### src/rtl/mips_pkg.sv
// Shared constants and types for the monocycle MIPS datapath.
// The optional macro REGFILE_WRITE_BYPASS_EN is consumed by mips_register_file.
package mips_pkg;

   localparam int REG_ADDR_W = 5;
   localparam int NUM_REGS   = 32;
   localparam int WORD_W     = 32;

   // Architectural register indices with special meaning
   localparam int REG_ZERO = 0;
   localparam int REG_SP   = 29;
   localparam int REG_RA   = 31;

   typedef logic [REG_ADDR_W-1:0] reg_idx_t;
   typedef logic [WORD_W-1:0]     word_t;

endpackage

### src/rtl/mips_register_file_reg_write_decoder.sv
// One-hot write-enable decoder for the register file; entry $zero is never enabled.
module reg_write_decoder
   import mips_pkg::*;
#(
   parameter int IDX_W   = REG_ADDR_W,
   parameter int ENTRIES = NUM_REGS
) (
   input  logic               reg_write,
   input  logic [IDX_W-1:0]   write_reg,
   output logic [ENTRIES-1:0] write_en
);

   always_comb begin
      write_en = '0;
      for (int i = 0; i < ENTRIES; i++) begin
         write_en[i] = reg_write && (write_reg == IDX_W'(i));
      end
      write_en[REG_ZERO] = 1'b0;
   end

endmodule

### src/rtl/mips_register_file.sv
// 32-entry MIPS register file: two combinational read ports, one clocked write port.
// Define REGFILE_WRITE_BYPASS_EN to forward write_data to matching read ports (write-first).
module mips_register_file #(
   parameter int WIDTH    = mips_pkg::WORD_W,
   parameter int NUM_REGS = mips_pkg::NUM_REGS,
   parameter int ADDR_W   = mips_pkg::REG_ADDR_W
) (
   input  logic              clk,
   input  logic              reset,
   input  logic              reg_write,
   input  logic [ADDR_W-1:0] read_reg1,
   input  logic [ADDR_W-1:0] read_reg2,
   input  logic [ADDR_W-1:0] write_reg,
   input  logic [WIDTH-1:0]  write_data,
   output logic [WIDTH-1:0]  read_data1,
   output logic [WIDTH-1:0]  read_data2
);

   localparam logic [ADDR_W-1:0] ZERO_IDX = ADDR_W'(mips_pkg::REG_ZERO);

   logic [NUM_REGS-1:0] write_en;
   logic [WIDTH-1:0]    entries [NUM_REGS];

   reg_write_decoder #(
      .IDX_W   (ADDR_W),
      .ENTRIES (NUM_REGS)
   ) u_write_decoder (
      .reg_write (reg_write),
      .write_reg (write_reg),
      .write_en  (write_en)
   );

   // Entry 0 is only ever cleared, so it reduces to a constant zero.
   always_ff @(posedge clk or posedge reset) begin
      if (reset) begin
         for (int i = 0; i < NUM_REGS; i++) begin
            entries[i] <= '0;
         end
      end else begin
         for (int i = 0; i < NUM_REGS; i++) begin
            if (write_en[i]) begin
               entries[i] <= write_data;
            end
         end
      end
   end

`ifdef REGFILE_WRITE_BYPASS_EN
   logic bypass_live;
   assign bypass_live = reg_write && !reset && (write_reg != ZERO_IDX);
`endif

   always_comb begin
      read_data1 = entries[read_reg1];
      if (read_reg1 == ZERO_IDX) begin
         read_data1 = '0;
      end
`ifdef REGFILE_WRITE_BYPASS_EN
      else if (bypass_live && (write_reg == read_reg1)) begin
         read_data1 = write_data;
      end
`endif
   end

   always_comb begin
      read_data2 = entries[read_reg2];
      if (read_reg2 == ZERO_IDX) begin
         read_data2 = '0;
      end
`ifdef REGFILE_WRITE_BYPASS_EN
      else if (bypass_live && (write_reg == read_reg2)) begin
         read_data2 = write_data;
      end
`endif
   end

endmodule
### config.mk
export PLATFORM = sky130hd
export DESIGN_NAME = mips_register_file
export DESIGN_NICKNAME = d
export VERILOG_FILES = /design/src/rtl/mips_pkg.sv /design/src/rtl/mips_register_file_reg_write_decoder.sv /design/src/rtl/mips_register_file.sv
export SDC_FILE = /design/constraint.sdc
export NUM_CORES = 2
export LEC_CHECK = 0
export BUFFER_PORTS_ARGS = -buffer_cell sky130_fd_sc_hd__buf_2
export CORE_AREA = 3 3 331 333
export DETAILED_ROUTE_END_ITERATION = 10
export DIE_AREA = 0 0 334 336
export PLACE_DENSITY = 0.64
export SLEW_MARGIN = 10
export SYNTH_ARGS = -nofsm -noshare
export SYNTH_HDL_FRONTEND = slang
export SYNTH_SLANG_ARGS = --single-unit
### constraint.sdc
create_clock -name clk -period 53.7 [get_ports clk]
set_input_delay 13.425 -clock clk [delete_from_list [all_inputs] [get_ports clk]]
set_output_delay 13.425 -clock clk [all_outputs]
set_load 0.03 [all_outputs]
; ---- After elaboration in Yosys (flattened, before gate mapping)
; Index checks and enable logic that the tools add are counted.
[classes]
n_lt_le_gt_ge = 2
eq_ne = 31
muxes = 8
bitwise_logic = 2
reduce_logical = 33
[ops]
columns = cell, count
row1 = binary-select mux 32 bit (select 5 bit), 2
row2 = two-way mux 32 bit, 6
row3 = == test 5 bit (second input constant), 16
row4 = == test 5 x 4 -> 1 bit (second input constant), 8
row5 = logical AND 1 bit, 31
row6 = == test 5 x 3 -> 1 bit (second input constant), 4
row7 = greater-or-equal comparator 6 bit (second input constant), 2
row8 = NOT 5 -> 6 bit, 2
row9 = == test 5 x 2 -> 1 bit (second input constant), 2
row10 = logical NOT 5 bit, 2
row11 = == test 5 x 1 -> 1 bit (second input constant), 1
[word_totals]
reg_bits = 992
in_bits = 50
out_inout_bits = 64
wordCells = 107

; ---- Longest topological paths before layout
[logic_depth]
ltp_word = 5
depth_mapped = 9
depth_no_buf = 5

; ---- Hierarchy
; Synthesis repeated with hierarchy kept, for this count alone.
[unflattened]
hier_cells = 3723
hier_area_um2 = 54803.8
[by_module_without_submodules]
columns = module, instances, cells_per_inst, area_each_um2, seq_area_each_um2
row1 = mips_register_file, 1, 3675, 54566.1, 25624.6
row2 = reg_write_decoder, 1, 48, 237.7, 0.0

; ---- Worst setup path after synthesis
; Ideal clock, no wire load.
[synth_timing]
path_type = in2out
from = input port read_reg2[0]
to = output port read_data2[10]
arrival_time_ps = 15317
required_time_ps = 40275
setup_slack_ps = 24958
cell_stages = 9
path_buffers = 5
path_cell_list = buf_4 buf_2 buf_2 buf_2 buf_2 nor2_1 a21oi_1 a21oi_1 o21ai_0
[synth_via]
elab_chain_cells = 5
elab_cells_between_ends = 6
classes_between = mux (4) / bitwise (1) / reduce/logical (1)
[synth_rtl]
columns = item, line
row1 = from (decl), mips_register_file.sv:12  ; input logic [ADDR_W-1:0] read_reg2,
row2 = NOT 5 -> 6 bit (implied by the code), mips_register_file.sv:66  ; read_data2 = entries[read_reg2];
row3 = binary-select mux 32 bit (select 5 bit), mips_register_file.sv:66
row4 = two-way mux 32 bit (implied by the code) (2 in series), mips_register_file.sv:66
row5 = two-way mux 32 bit *, mips_register_file.sv:67  ; if (read_reg2 == ZERO_IDX) begin
row6 = to (decl), mips_register_file.sv:16  ; output logic [WIDTH-1:0] read_data2
; Mark *: on every way between the ends. The rest lies on a longest branch, timed or not. The select of a mux whose other input is x is not followed.

; ---- Worst setup path after layout
[layout_timing]
from = input port read_reg1[0]
to = output port read_data1[5]
[layout_via]
elab_chain_cells = 5
elab_cells_between_ends = 6
classes_between = mux (4) / bitwise (1) / reduce/logical (1)
[layout_rtl]
columns = item, line
row1 = from (decl), mips_register_file.sv:11  ; input logic [ADDR_W-1:0] read_reg1,
row2 = NOT 5 -> 6 bit (implied by the code), mips_register_file.sv:54  ; read_data1 = entries[read_reg1];
row3 = binary-select mux 32 bit (select 5 bit), mips_register_file.sv:54
row4 = two-way mux 32 bit (implied by the code) (2 in series), mips_register_file.sv:54
row5 = two-way mux 32 bit *, mips_register_file.sv:55  ; if (read_reg1 == ZERO_IDX) begin
row6 = to (decl), mips_register_file.sv:15  ; output logic [WIDTH-1:0] read_data1,
; Marked as above.

==> results by stage <==
Critical path:
- STA puts the critical path data arrival time at 17530 ps.
- For the worst setup path, the data required time is between 40000 and 50000 ps.
- Of all nets on the critical path, the largest fanout is 76.
- The peak per-stage delay on the critical path is 770 ps.
- The slowest library cell on the worst path is buf_4.
- The startpoint type of the worst setup path is an input port.
- In this run the worst setup path begins at read_reg1[0].
- Walking the worst path, the cells encountered are buf_8, buf_4, buf_4, nor2b_4, buf_4, a22o_1, mux4_2, mux2_2, buf_2.
- The critical path's most frequent cell is buf_4.
- The category of the most critical setup path is input port to output pin.
- The critical path capture point type is an output pin.
- In this run the critical register-to-register path is launched from entries[619].

CTS:
- The number of resized instances in the post-cts repair step is 0.
- The number of hold-repair buffers added at the cts stage is 0.
- The number of buffers inserted during clock tree synthesis is ~110.
- The depth of the CTS H-tree is 3.
- The tree is rooted in a clkbuf_16.
- Clock-pin slew was measured on the worst setup and hold paths at 60 ps.
- The later-pin clock latency in the skew report is about 700 ps.
- The post-CTS repair timing setup buffer count is 0.
- The clock sink count is 992.
- The maximum number of buffers from clock root to sink is 3.
- The TritonCTS clock tree is yes.

Power:
- The net switching share of the total power is 27.7%.
- Of the total power, the clock network draws roughly 34%.
- Power spread over the standard cell area amounts to 38.2 nW/µm².
- The share of total power dissipated in sequential elements is 44.8%.
- The worst vdd rail ir drop is 0.0245 mV.
- The internal power consumption is 1.61 mW.
- The analysis attributes to cell leakage a power of 25.3 nW.
- Summing internal, switching and leakage power gives ~2.2 mW.
- Per report_power, the combinational group accounts for 20.8% of the total.
- The reported net switching power is 617 µW.

Synthesis:
- The synthesized net count is 3813.
- The distinct cell type count after synthesis is 38.
- The proportion of register bits with asynchronous set or reset after synthesis is 100%.
- Summing the sequential cell areas from Yosys gives 46.6% of the chip area.
- The synthesized design contains 0 enable-type register cells.
- The top flip-flop cell by instance count after synthesis is dfrtp_1.
- The Yosys step of the flow raised 0 warnings.
- A synthesized cell averages ~14 µm².
- Synthesis produced 3763 cells.
- The number of storage elements in the synthesis netlist is 992.
- The post-synthesis instance area is 53300 µm².

Floorplanning:
- The initialized floorplan defines 120 standard-cell rows.
- The die covers 112000 µm².
- The core region is 107000 µm².
- The initial utilization of the core area, before any placement, comes to 49.9%.
- The die height is 336 µm.
- Measured along the x axis, the die boundary spans 334 µm.
- The total I/O pin count is 114.

Timing:
- Hold is met by 516 ps.
- The time the final worst path needs with I/O delays and setup is 30960 ps.
- The accumulated negative setup slack is 0 ps.
- The worst slew margin relative to its limit is 19.3%.
- The final clock skew is 0 ps.
- The number of max-slew violations in the final report is 0.
- For the pin with the worst max-slew slack, the measured transition is 1210 ps.
- In the finished design, the share of the clock period the worst path needs comes to between 50% and 60%.
- Setup repair after global routing left no endpoint under its margin.
- The achievable clock frequency is between 0.03 and 0.04 GHz.
- Setup violations remaining at the end of the flow were counted as 0.
- The total count of hold-check failures in the final report is 0.

Finish:
- The share of layout cells above drive strength 1 is between 50% and 60%.
- The relative area change from synthesis to final layout is 9.55%.
- Cells fill a little over half of the core in the end.
- The largest registers in the layout are entries (992).
- The largest register by flop count is entries.
- The flip-flop count of the largest register, all copies and words added is 992.
- After routing the design area is 58400 µm².
- At the end of the flow, the number of nets in the layout was roughly 3700.

Global routing:
- The overall routing resource usage is 28.6%.
- The global-route wire length before repair is 239000 µm.
- The number of global-route vias before repair came to 35261.
- Summed over all layers, the global routing overflow is 0.
- Entering global routing, the biggest net connects approximately 170 pins.
- The number of antenna violations at the first check in global routing was 7.

Place:
- The detailed-placement wirelength estimate is 84300 µm.
- The count of buffers from port buffering is between 100 and 150.
- At the end of routability-driven placement, the weighted congestion stood at 0.779.
- The total placed instance area is between 50000 and 60000 µm².

Route:
- In this run, the number of DRC markers left after iteration 0 of detailed routing was 3313.
- The DRC violations left is 0.
- Wires add up to 159000 µm.
- Before antenna repair, the detailed router went through 7 iterations.
- The post-route antenna net violation count is 0.
- The total via count in the routed design is about 34000.
- After detailed routing, the average wire length per cell comes to between 30 and 40 µm.
- In the routed layout, each cell is associated on average with a via count of 6.61.

Flow run:
- The max-cap violation count is 0.

Hold path:
- In this run the worst hold path is classified as flop to flop.
- The worst hold path begins at entries[786].

Outcome:
- The flow ran to the end, and the final reports show no timing, DRC or antenna violations.
worst max-delay path: cells and delay by family:
kind	cells	cell delay (ps)
muxes	2	760
AOI/OAI and AO/OA	1	310
and+or+nand+nor	1	220
buffers and inverters	5	2680
through the flow:
step / cells / worst slack [ps]
6_report: 5141 / 22740
5_1_grt: 5141 / 22450
4_1_cts: 5140 / 22650
3_5_place_dp: 4945 / 22670
3_3_place_gp: 4945 / 22680
2_1_floorplan: 3763 / 12370
cell families after synthesis:
kind of cell           synth area share, %
muxes                                 42.8
buffers and inverters                 3.23
AOI/OAI and AO/OA                     3.73
and+or+nand+nor                       3.64
DFF                                   46.6
power groups by stage:
stage	Sequential, mW	Clock, mW	Combinational (mW)
finish	0.999	0.767	0.464
global route	1.02	0.811	0.499
CTS	0.997	0.781	0.466
detailed placement	1.01	0	0.465
global placement	1.00	0	0.456
floorplan	0.977	0	0.380
Yosys cell counts (all sizes together), types with 2 or more instances:
cell type,n,area (µm²)
a21oi,113,566
a221oi,34,298
a22o,7,61.3
a22oi,29,218
a311oi,4,35.0
a31oi,2,12.5
and2,2,12.5
buf,182,895
clkbuf,219,822
dfrtp,992,24800
mux2,1070,12000
mux2i,130,1300
mux4,421,9480
nand2,212,796
nand2b,13,81.3
nand3,48,240
nand4b,4,35.0
nor2,65,244
nor2b,44,275
nor3,40,200
nor3b,2,15.0
o211ai,49,368
o21ai,55,275
o221ai,15,131
or3,3,18.8
final cells by class:
cell class                 count  area [µm²]
antenna                        1        2.50
clock inverter                34         429
inverter                       2        17.5
clock buffer                 161        3210
sequential                   992       24800
fill                        8832       48500
multi-input combinational   2368       27000
tap                         1403        1760
timing repair buffer         180        1170
metal layers:
metal / track usage (%) / vias up / wire length, µm
met5: 0 / - / 46
met4: 8.25 / 6 / 4470
met3: 4.84 / 276 / 10900
met2: 45.0 / 1195 / 74100
met1: 41.3 / 18468 / 69300
li1: - / 14058 / -
worst paths after layout:
kind                       slack [ps]       endpoint  cells past startpoint
setup / recovery                22740  read_data1[5]                      9
hold / removal                    520   entries[786]                      1
setup reg to reg                52870   entries[619]                      1
hold reg to reg                   520   entries[786]                      1
max in group asynchronous       37390   entries[856]                      5
min in group asynchronous       12850    entries[42]                      2
layout by cell type (no fill, tap or decap), types with 15 or more instances in the layout:
cell,count
mux2_2,1059
dfrtp_1,992
mux4_2,421
nand2_1,201
mux2i_1,130
a21oi_1,113
clkbuf_16,109
buf_2,104
buf_4,67
o21ai_0,55
nor2_1,53
o211ai_1,49
nand3_1,44
nor2b_1,41
nor3_1,38
a221oi_1,34
clkbuf_8,30
a22oi_1,29
clkbuf_1,23
o221ai_1,15
No activity file was read; power rests on OpenSTA's default activity.
